[src/rtl/ins_cache_pkg.sv]
// Shared constants and types for the direct-mapped instruction cache.
// Line geometry, fetch address field widths and fill FSM encodings.
package ins_cache_pkg;

  localparam int LINE_BYTES = 8;
  localparam int LINE_W     = LINE_BYTES * 8;
  localparam int ADDR_W     = 32;
  localparam int WORD_W     = 32;
  localparam int OFF_W      = 3;

  typedef enum logic [1:0] {
    IDLE  = 2'd0,
    FILL  = 2'd1,
    WAIT1 = 2'd2
  } state_e;

  function automatic int tag_width(input int idx_w);
    return ADDR_W - OFF_W - idx_w;
  endfunction

endpackage

[src/rtl/ins_cache_line_store.sv]
// Valid/tag/data flops for all cache lines.
// One combinational read port, one synchronous write port.
module icache_line_store
  import ins_cache_pkg::*;
#(
  parameter int LINE_NUM = 32,
  parameter int IDX_W    = $clog2(LINE_NUM),
  parameter int TAG_W    = ADDR_W - OFF_W - IDX_W
) (
  input  logic              clk,
  input  logic              rst,
  input  logic [IDX_W-1:0]  rd_idx_i,
  output logic              rd_valid_o,
  output logic [TAG_W-1:0]  rd_tag_o,
  output logic [LINE_W-1:0] rd_data_o,
  input  logic              we_i,
  input  logic [IDX_W-1:0]  wr_idx_i,
  input  logic [TAG_W-1:0]  wr_tag_i,
  input  logic [LINE_W-1:0] wr_data_i
);

  logic [LINE_NUM-1:0] valid_q;
  logic [TAG_W-1:0]    tag_q  [LINE_NUM];
  logic [LINE_W-1:0]   data_q [LINE_NUM];

  always_ff @(posedge clk or posedge rst) begin
    if (rst) begin
      valid_q <= '0;
    end else if (we_i) begin
      valid_q[wr_idx_i] <= 1'b1;
    end
  end

  // Tag and data are qualified by valid, so they carry no reset.
  always_ff @(posedge clk) begin
    if (we_i) begin
      tag_q[wr_idx_i]  <= wr_tag_i;
      data_q[wr_idx_i] <= wr_data_i;
    end
  end

  assign rd_valid_o = valid_q[rd_idx_i];
  assign rd_tag_o   = tag_q[rd_idx_i];
  assign rd_data_o  = data_q[rd_idx_i];

endmodule

[src/rtl/ins_cache.sv]
// Direct-mapped instruction cache, 8-byte lines, zero-latency hits.
// Misses issue one line fill to the memory controller at a time.
module ins_cache
  import ins_cache_pkg::*;
#(
  parameter int LINE_NUM = 32
) (
  input  logic              clk,
  input  logic              rst,
  input  logic              rdy,
  input  logic              clear,
  input  logic              fetch_req,
  input  logic [ADDR_W-1:0] fetch_pc,
  output logic              fetch_hit,
  output logic [WORD_W-1:0] fetch_ins,
  output logic              ins_fetch_sig,
  output logic [ADDR_W-1:0] ins_addr,
  input  logic              ins_fetch_done,
  input  logic [LINE_W-1:0] ins_data
);

  localparam int IDX_W = $clog2(LINE_NUM);
  localparam int TAG_W = tag_width(IDX_W);
  localparam int TAG_LO = OFF_W + IDX_W;

  state_e            state_q;
  logic              sig_q;
  logic [ADDR_W-1:0] addr_q;

  logic [IDX_W-1:0]  pc_idx;
  logic [TAG_W-1:0]  pc_tag;
  logic              rd_valid;
  logic [TAG_W-1:0]  rd_tag;
  logic [LINE_W-1:0] rd_data;
  logic              hit_raw;
  logic              miss;
  logic              we;
  logic [1:0]        unused_pc;

  assign pc_idx    = fetch_pc[TAG_LO-1:OFF_W];
  assign pc_tag    = fetch_pc[ADDR_W-1:TAG_LO];
  assign unused_pc = fetch_pc[1:0];

  assign hit_raw   = rd_valid & (rd_tag == pc_tag);
  assign fetch_hit = fetch_req & hit_raw & ~clear & rdy;
  assign miss      = fetch_req & ~hit_raw & rdy & ~clear;

  always_comb begin
    fetch_ins = '0;
    if (fetch_hit) begin
      fetch_ins = fetch_pc[2] ? rd_data[63:32] : rd_data[31:0];
    end
  end

  // A returning fill lands even under clear or a stalled pipeline.
  assign we = (state_q == FILL) & ins_fetch_done;

  icache_line_store #(
    .LINE_NUM (LINE_NUM),
    .IDX_W    (IDX_W),
    .TAG_W    (TAG_W)
  ) u_store (
    .clk        (clk),
    .rst        (rst),
    .rd_idx_i   (pc_idx),
    .rd_valid_o (rd_valid),
    .rd_tag_o   (rd_tag),
    .rd_data_o  (rd_data),
    .we_i       (we),
    .wr_idx_i   (addr_q[TAG_LO-1:OFF_W]),
    .wr_tag_i   (addr_q[ADDR_W-1:TAG_LO]),
    .wr_data_i  (ins_data)
  );

  always_ff @(posedge clk or posedge rst) begin
    if (rst) begin
      state_q <= IDLE;
      sig_q   <= 1'b0;
      addr_q  <= '0;
    end else if (we) begin
      state_q <= WAIT1;
      sig_q   <= 1'b0;
    end else if (rdy) begin
      unique case (state_q)
        IDLE: begin
          if (miss) begin
            state_q <= FILL;
            sig_q   <= 1'b1;
            addr_q  <= {fetch_pc[ADDR_W-1:OFF_W], 3'b000};
          end
        end
        FILL: begin
          if (clear) begin
            state_q <= IDLE;
            sig_q   <= 1'b0;
          end
        end
        WAIT1: state_q <= IDLE;
        default: begin
          state_q <= IDLE;
          sig_q   <= 1'b0;
        end
      endcase
    end
  end

  assign ins_fetch_sig = sig_q;
  assign ins_addr      = addr_q;

endmodule

[config.mk]
export PLATFORM = sky130hd
export DESIGN_NAME = ins_cache
export DESIGN_NICKNAME = d
export VERILOG_FILES = /design/src/rtl/ins_cache_pkg.sv /design/src/rtl/ins_cache_line_store.sv /design/src/rtl/ins_cache.sv
export SDC_FILE = /design/constraint.sdc
export NUM_CORES = 2
export LEC_CHECK = 0
export CAP_MARGIN = 20
export CORE_AREA = 2 2 434 436
export CTS_CLUSTER_DIAMETER = 120
export DETAILED_ROUTE_END_ITERATION = 12
export DIE_AREA = 0 0 436 438
export DONT_BUFFER_PORTS = 1
export HOLD_SLACK_MARGIN = 0.1
export MAX_ROUTING_LAYER = met4
export PLACE_DENSITY = 0.75
export SKIP_LAST_GASP = 1
export SYNTH_ARGS = -nofsm -noshare
export SYNTH_HDL_FRONTEND = slang
export SYNTH_SLANG_ARGS = --single-unit
export TNS_END_PERCENT = 30
[constraint.sdc]
create_clock -name clk -period 6.55 [get_ports clk]
set_input_delay 0.655 -clock clk [delete_from_list [all_inputs] [get_ports clk]]
set_output_delay 0.655 -clock clk [all_outputs]
set_load 0.02 [all_outputs]
Word level (Yosys, flattened, before mapping) --
Memories as Yosys holds them, arrays and structs flattened. Index checks and enable logic that the tools add are counted.
Storage, ports and cells: RAM bits 2816, ROM bits 0, register bits after elaboration 64, logic and storage cells 51, memories kept 2, output and inout bits 66, bits in latches 0, input port bits 102
Memory list:
- u_store.data_q | depth 32, width 64, read ports 1, clocked after memory_dff 0, write ports 1, line ins_cache_line_store.sv:24 | logic [LINE_W-1:0] data_q [LINE_NUM];
- u_store.tag_q | depth 32, width 24, read ports 1, clocked after memory_dff 0, write ports 1, line ins_cache_line_store.sv:23 | logic [TAG_W-1:0] tag_q [LINE_NUM];
Cells by class: $lt $le $gt $ge 3, bitwise logic cells 12, add/subtract/negate cells 0, reductions and logical operators 6, div/mod/pow operators 0, equal/unequal tests 6, multiplexer cells 18, $mul 0, shift-type cells 0
Operators by type and width (count):
- 32-bit two-way mux | 2
- 32-bit OR | 1
- 24-bit equality test | 1
- 5-bit by 6-bit less-than comparator with 1-bit output (second input constant) | 2
- 1-bit bitwise AND | 8
- 1-bit two-way mux | 8
- 2-bit two-way mux | 4
- 4-bit AND reduction | 2
- 3-bit by 2-bit != test with 1-bit output (second input constant) | 2
- 1-bit binary-select mux with 5-bit select | 1
- 1-bit demux with 5-bit select | 1
- 5-bit by 1-bit >= comparator with 1-bit output (second input constant) | 1
- 2-bit case mux with 2 select lines | 1
- 1-bit inverter | 3
- 1-bit case mux with 3 select lines | 1
- 3-bit AND reduction | 1
- 2-bit by 1-bit equality test with 1-bit output (second input constant) | 1
- 2-bit equality test (second input constant) | 1
- 2-bit zero test | 1
- 2-bit by 1-bit != test with 1-bit output (second input constant) | 1
- 2-bit nonzero test | 1
- 1-bit logical AND | 1

Logic depth before layout (Yosys ltp) --
word-level depth 11, mapped depth 18, depth with buffers taken out 10

By module --
From an unflattened synthesis, not the netlist that was laid out.
Unflattened totals: cell total of the unflattened synthesis 4436, area total of the unflattened synthesis 110114.4 sq um
By module, submodules not included:
- icache_line_store | area each 107962.3 sq um, cells each 4243, seq. area each 85361.9 sq um, times used 1
- ins_cache | area each 2152.1 sq um, cells each 193, seq. area each 800.8 sq um, times used 1

Worst setup path after synthesis --
No wires, ideal clock.
path kind in2reg, start input ins_fetch_done, end register u_store.valid_q[28], buffers on the path 1, arrival time 5.593 ns, stages 6, setup slack 0.869 ns, library setup time 0.088 ns, required time 6.462 ns, cells stage by stage nor2b_1 > nand2_1 > or3_1 > clkbuf_1 > nor2_1 > or2_2
On the way: word-level cells in the longest chain between the ends 1
RTL lines:
- start: declaration | line ins_cache.sv:18 | input logic ins_fetch_done,
- 1-bit bitwise AND | line ins_cache.sv:56 | assign we = (state_q == FILL) & ins_fetch_done;
- end signal: assignment | line ins_cache_line_store.sv:28 | valid_q <= '0;
- end signal: indexed assignment | line ins_cache_line_store.sv:30 | valid_q[wr_idx_i] <= 1'b1;
- end: declaration | line ins_cache_line_store.sv:22 | logic [LINE_NUM-1:0] valid_q;
Every way passes these cells. A chain may end at the register's enable or synchronous reset.

Final worst setup path --
start input fetch_pc[4], end output fetch_ins[21]
On the way: word-level cells in the longest chain between the ends 7, elaborated cells on any way between the ends 11, those cells by class eq/ne: 1; mux: 4; bitwise: 4; memory: 2
RTL lines:
- start: declaration | line ins_cache.sv:13 | input logic [ADDR_W-1:0] fetch_pc,
- memory read 32 x 24 bit or 1-bit binary-select mux with 5-bit select (tied branches)
- 24-bit equality test or 1-bit two-way mux (tied branches) | line ins_cache.sv:44, ins_cache_line_store.sv:42
- 1-bit bitwise AND | line ins_cache.sv:44 | assign hit_raw = rd_valid & (rd_tag == pc_tag);
- 1-bit bitwise AND (3 in a row) | line ins_cache.sv:45 | assign fetch_hit = fetch_req & hit_raw & ~clear & rdy;
- 32-bit two-way mux (*) | line ins_cache.sv:50 | if (fetch_hit) begin
- end: declaration | line ins_cache.sv:15 | output logic [WORD_W-1:0] fetch_ins,
Every way passes the cells marked *; elsewhere a longest branch is shown, timed or not. The select of a mux whose other input is x is not followed.

==> summary by stage <==
Power and ir drop
The combinational cell fraction of total power is 6.4%. The internal power component is 31.0 mW. The overall power is 39.6 mW. In this run, the clock network consumes 40.4% of the power. IR analysis of the VDD net gives a maximum drop of 0.237 mV. In this run the power density over the cells is 316 nW/um2. The relative contribution of sequential cells to total power is 53.2%.

The leakage dissipation is 39.5 nW. In this run the power spent charging and discharging nets is 8.66 mW. The switching share of power is 21.9%.

Timing
The final-layout worst hold slack is 0.222 ns. The final max-slew violation count came to 0. The final-report hold violation count is 0. Setup repair after global routing left no endpoint under its margin. Setup slack closes at 0.174 ns.

The final critical path takes up 97.3% of the cycle. At the pin with the least slew margin, the transition time is 1.30 ns. The final setup skew is 0.0510 ns. The maximum achievable frequency is 157 MHz.

The clock period minus final worst setup slack is 6.38 ns. The worst relative slew slack is 13.6%. Setup violations remaining at the end of the flow were counted as 0. Summed over all failing endpoints, the final setup total negative slack is 0 ns.

Floorplanning
The number of rows in the core area is 159. During I/O placement, the number of pins put on the boundary was 168. The core area is 187000 um2. Measured along the x axis, the die boundary spans 436 um. The floorplan step defined a die boundary enclosing 191000 um2. The die is 438 um tall. The initial utilization of the core area, before any placement, comes to 59.6%.

Worst setup path
STA classifies the critical path startpoint as an input port. The worst register-to-register path begins at state_q[1]. Data on the critical path is required at its endpoint by 5.89 ns. The largest single stage delay on the critical path is 1.10 ns. The path depth of the worst reg2reg path is 4. Following the worst setup path forward leads to its endpoint at fetch_ins[21]. The largest individual stage delay along the critical path comes from the cell or4_2. The signal on the critical path passes through buf_16 > nor2b_1 > a21oi_1 > nand3_1 > o21ai_0 > or3_1 > a211o_1 > or4_4 > or4_2 > inv_2 > and2_1 > buf_12. The critical path is of the in2out type. The worst-path maximum fanout is 126.

The endpoint identified for the worst register-to-register timing path is u_store.data_q[21][58]. STA classifies the critical path endpoint as an output port. For the worst setup path, the data arrival time is 5.72 ns. The critical path launch point is fetch_pc[4].

The setup slack of the most critical reg-to-reg path is 2.72 ns.

Yosys
Yosys mapped a number of flops with a built-in enable equal to 2816. The synthesized netlist contains 67 unique library cells. Counting every instance in the synthesized netlist gives 4780.

The combined area of all synthesized cells is 111000 um2. Ranked by total cell area, the synthesized netlist is headed by edfxtp_1 76%, mux4_2 16%, dfrtp_1 1.4%. The leading register cell type out of synthesis is edfxtp_1. The post-synthesis sequential area ratio is 77.5%. The share of synthesized area in the top cell type comes to 76.1%. The synthesis-stage register bit count is 2880. The cell taking the most area after synthesis is edfxtp_1. Counting flops with an async set or reset pin after synthesis yields a share of 2.22%.

Yosys printed 0 warnings. Yosys instantiated no cell more often than edfxtp_1. The post-synthesis area per instance is 23.2 um2. After synthesis, the most frequently instantiated cells are 2816 x edfxtp_1, 797 x mux4_2, 159 x mux2i_1.

Global route
In this run the most used layer during global routing was met2. For met3 alone, demand over resource in global routing was 6.25%. The number of antenna violations at the first check in global routing is 22. The met2 demand-to-capacity share in global routing is 49.6%. In the global route stage, met1 resource usage came out at 40.9%.

The largest net degree at the start of global routing is 663. The total global routing track utilization is 31.3%. The first global-routing pass estimated 408 mm of wire. The via count of the first global-routing pass is 54.9k. After global routing the overflow that remains totals 0.

CTS
The worst-case clock buffer depth is 4. The CTS clock-pin slew for the worst setup and hold paths is 0.06 ns. The clock root buffer is clkbuf_16. The H-tree was split into 5 levels. The total setup buffers inserted after CTS is 0.

The TritonCTS clock tree is done. The number of sinks driven by the clock tree is 2880. The number of buffers created by CTS is 292.

At the later pin of the worst-skew pair, clock insertion delay measures 0.97 ns.

Final layout
The final cell area excluding filler cells is 126000 um2. The area added between synthesis and finish is 13.0%. The count of cells in the finished layout, fillers not included, comes to 7778. The fraction of final layout cells sized beyond drive strength 1 is 27.3%. The layout has 11.1k filler cells. The number of nets in the finished design is 5165. For this run, the share of the core covered by cells in the final layout is 67.3%.

Detailed routing
The number of remaining DRC errors is 0. The vias per cell is 7.13. The detailed router finished its first iteration with 8787 violations. The first-pass iteration count of the detailed router is 6. The detailed router placed 55.5k vias in this run.

The detailed-route wire length per cell is 38.6 um. The count of nets left with antenna violations once routing finished came out at 0. The wire length after detailed routing is 300 mm.

Placed design
Detailed placement ended at an HPWL of 122 mm. The post-placement cell count is 7130. The count of buffers added on input and output ports is 0. In this run the cell area measured after placement is 115000 um2.

The routability congestion estimate is 0.792. OpenSTA, run right after detailed placement, puts the worst setup slack at 0.523 ns.

Job
The count of max-cap constraint violations is 0.

Worst hold path
The worst min-delay path class is in2reg. The hold path startpoint is ins_fetch_done. The worst hold path was traced through 3 stages.

Status
The flow ran to the end, and the final reports show no timing, DRC or antenna violations.
-- worst min path at each step --
stage | to | slack [ns]
3_3_place_gp | u_store.valid_q[21] | 0.45
6_report | state_q[0] | 0.22
2_1_floorplan | u_store.valid_q[12] | 0.43
4_1_cts | ins_addr[3] | 0.11
5_1_grt | state_q[0] | 0.25
3_5_place_dp | u_store.valid_q[13] | 0.45
-- registers in the layout (all words and copies together), names as in the netlist --
register and cells:
ins_fetch_sig 1, u_store.valid_q 32, ins_addr 29, u_store.tag_q 768
state_q 2, u_store.data_q 2048
-- worst max-delay path: cells and delay by family --
family                 cells  cell delay (ns)
AO/OA/AOI/OAI              3             0.63
buffers and inverters      3             0.92
AND/OR/NAND/NOR            6             3.09
-- what timing repair did --
item                                    in CTS  in global routing
gates resized for setup                      0                  1
hold buffers                                97                  1
endpoints found under the setup margin       0                 33
hold endpoints to repair                  2143                  1
-- cell families after synthesis --
group                     count (synthesis)  synth area share [%]
AOI/OAI and AO/OA                       248                  1.62
xor gates and xnor gates                 28                 0.221
buffers and inverters                   281                  1.23
DFF                                    2880                  77.5
muxes                                   964                  17.7
other                                     1               0.00337
and+or+nand+nor                         378                  1.72
-- power by group through the flow --
stage               registers, mW  clock network [mW]  logic [mW]
floorplan                    21.6                   0        1.28
global placement             21.5                   0        1.78
detailed placement           21.5                   0        1.90
CTS                          21.1                16.0        2.15
global route                 21.1                16.7        2.68
finish                       21.1                16.0        2.54
-- per-layer routing --
layer / routed length (um) / up-vias
li1: - / 21000
met4: 13500 / 0
met5: 0 / -
met2: 150000 / 4470
met3: 33100 / 815
met1: 103000 / 29200
-- final cells by class --
class                           instances  area, um2  area share, %
Clock inverter                        119       1020          0.815
Timing Repair Buffer                  260       3480           2.77
Inverter                                8       40.0         0.0319
Sequential cell                      2880      86200           68.6
Clock buffer                          373       7840           6.24
Tap cell                             2495       3120           2.49
Multi-Input combinational cell       1621      23900           19.0
Antenna cell                           22       55.1         0.0438
-- placed cells by master (no fill, tap or decap), types with 11 or more instances in the layout --
master	netlist	routed
clkinv_1	1	53
xnor2_1	14	14
dlygate4sd3_1	0	97
a22oi_1	55	55
or4_1	30	29
clkinv_2	0	37
nor2_4	0	32
edfxtp_1	2816	2816
mux4_2	797	797
clkbuf_16	0	303
buf_16	0	32
buf_4	22	80
nor2b_1	11	11
a211oi_1	21	21
dfrtp_1	64	64
or2_2	33	33
o21ai_0	37	37
nand2_1	136	136
buf_12	0	44
mux2i_1	159	159
nand3_1	27	27
clkbuf_1	117	65
xor2_1	14	14
a31oi_1	32	32
nor2_1	55	21
bufinv_16	0	18
o211ai_1	32	32
a21oi_1	12	12
diode_2	0	22
and2_1	38	38
Note: power is estimated with default switching activity, not from simulation.
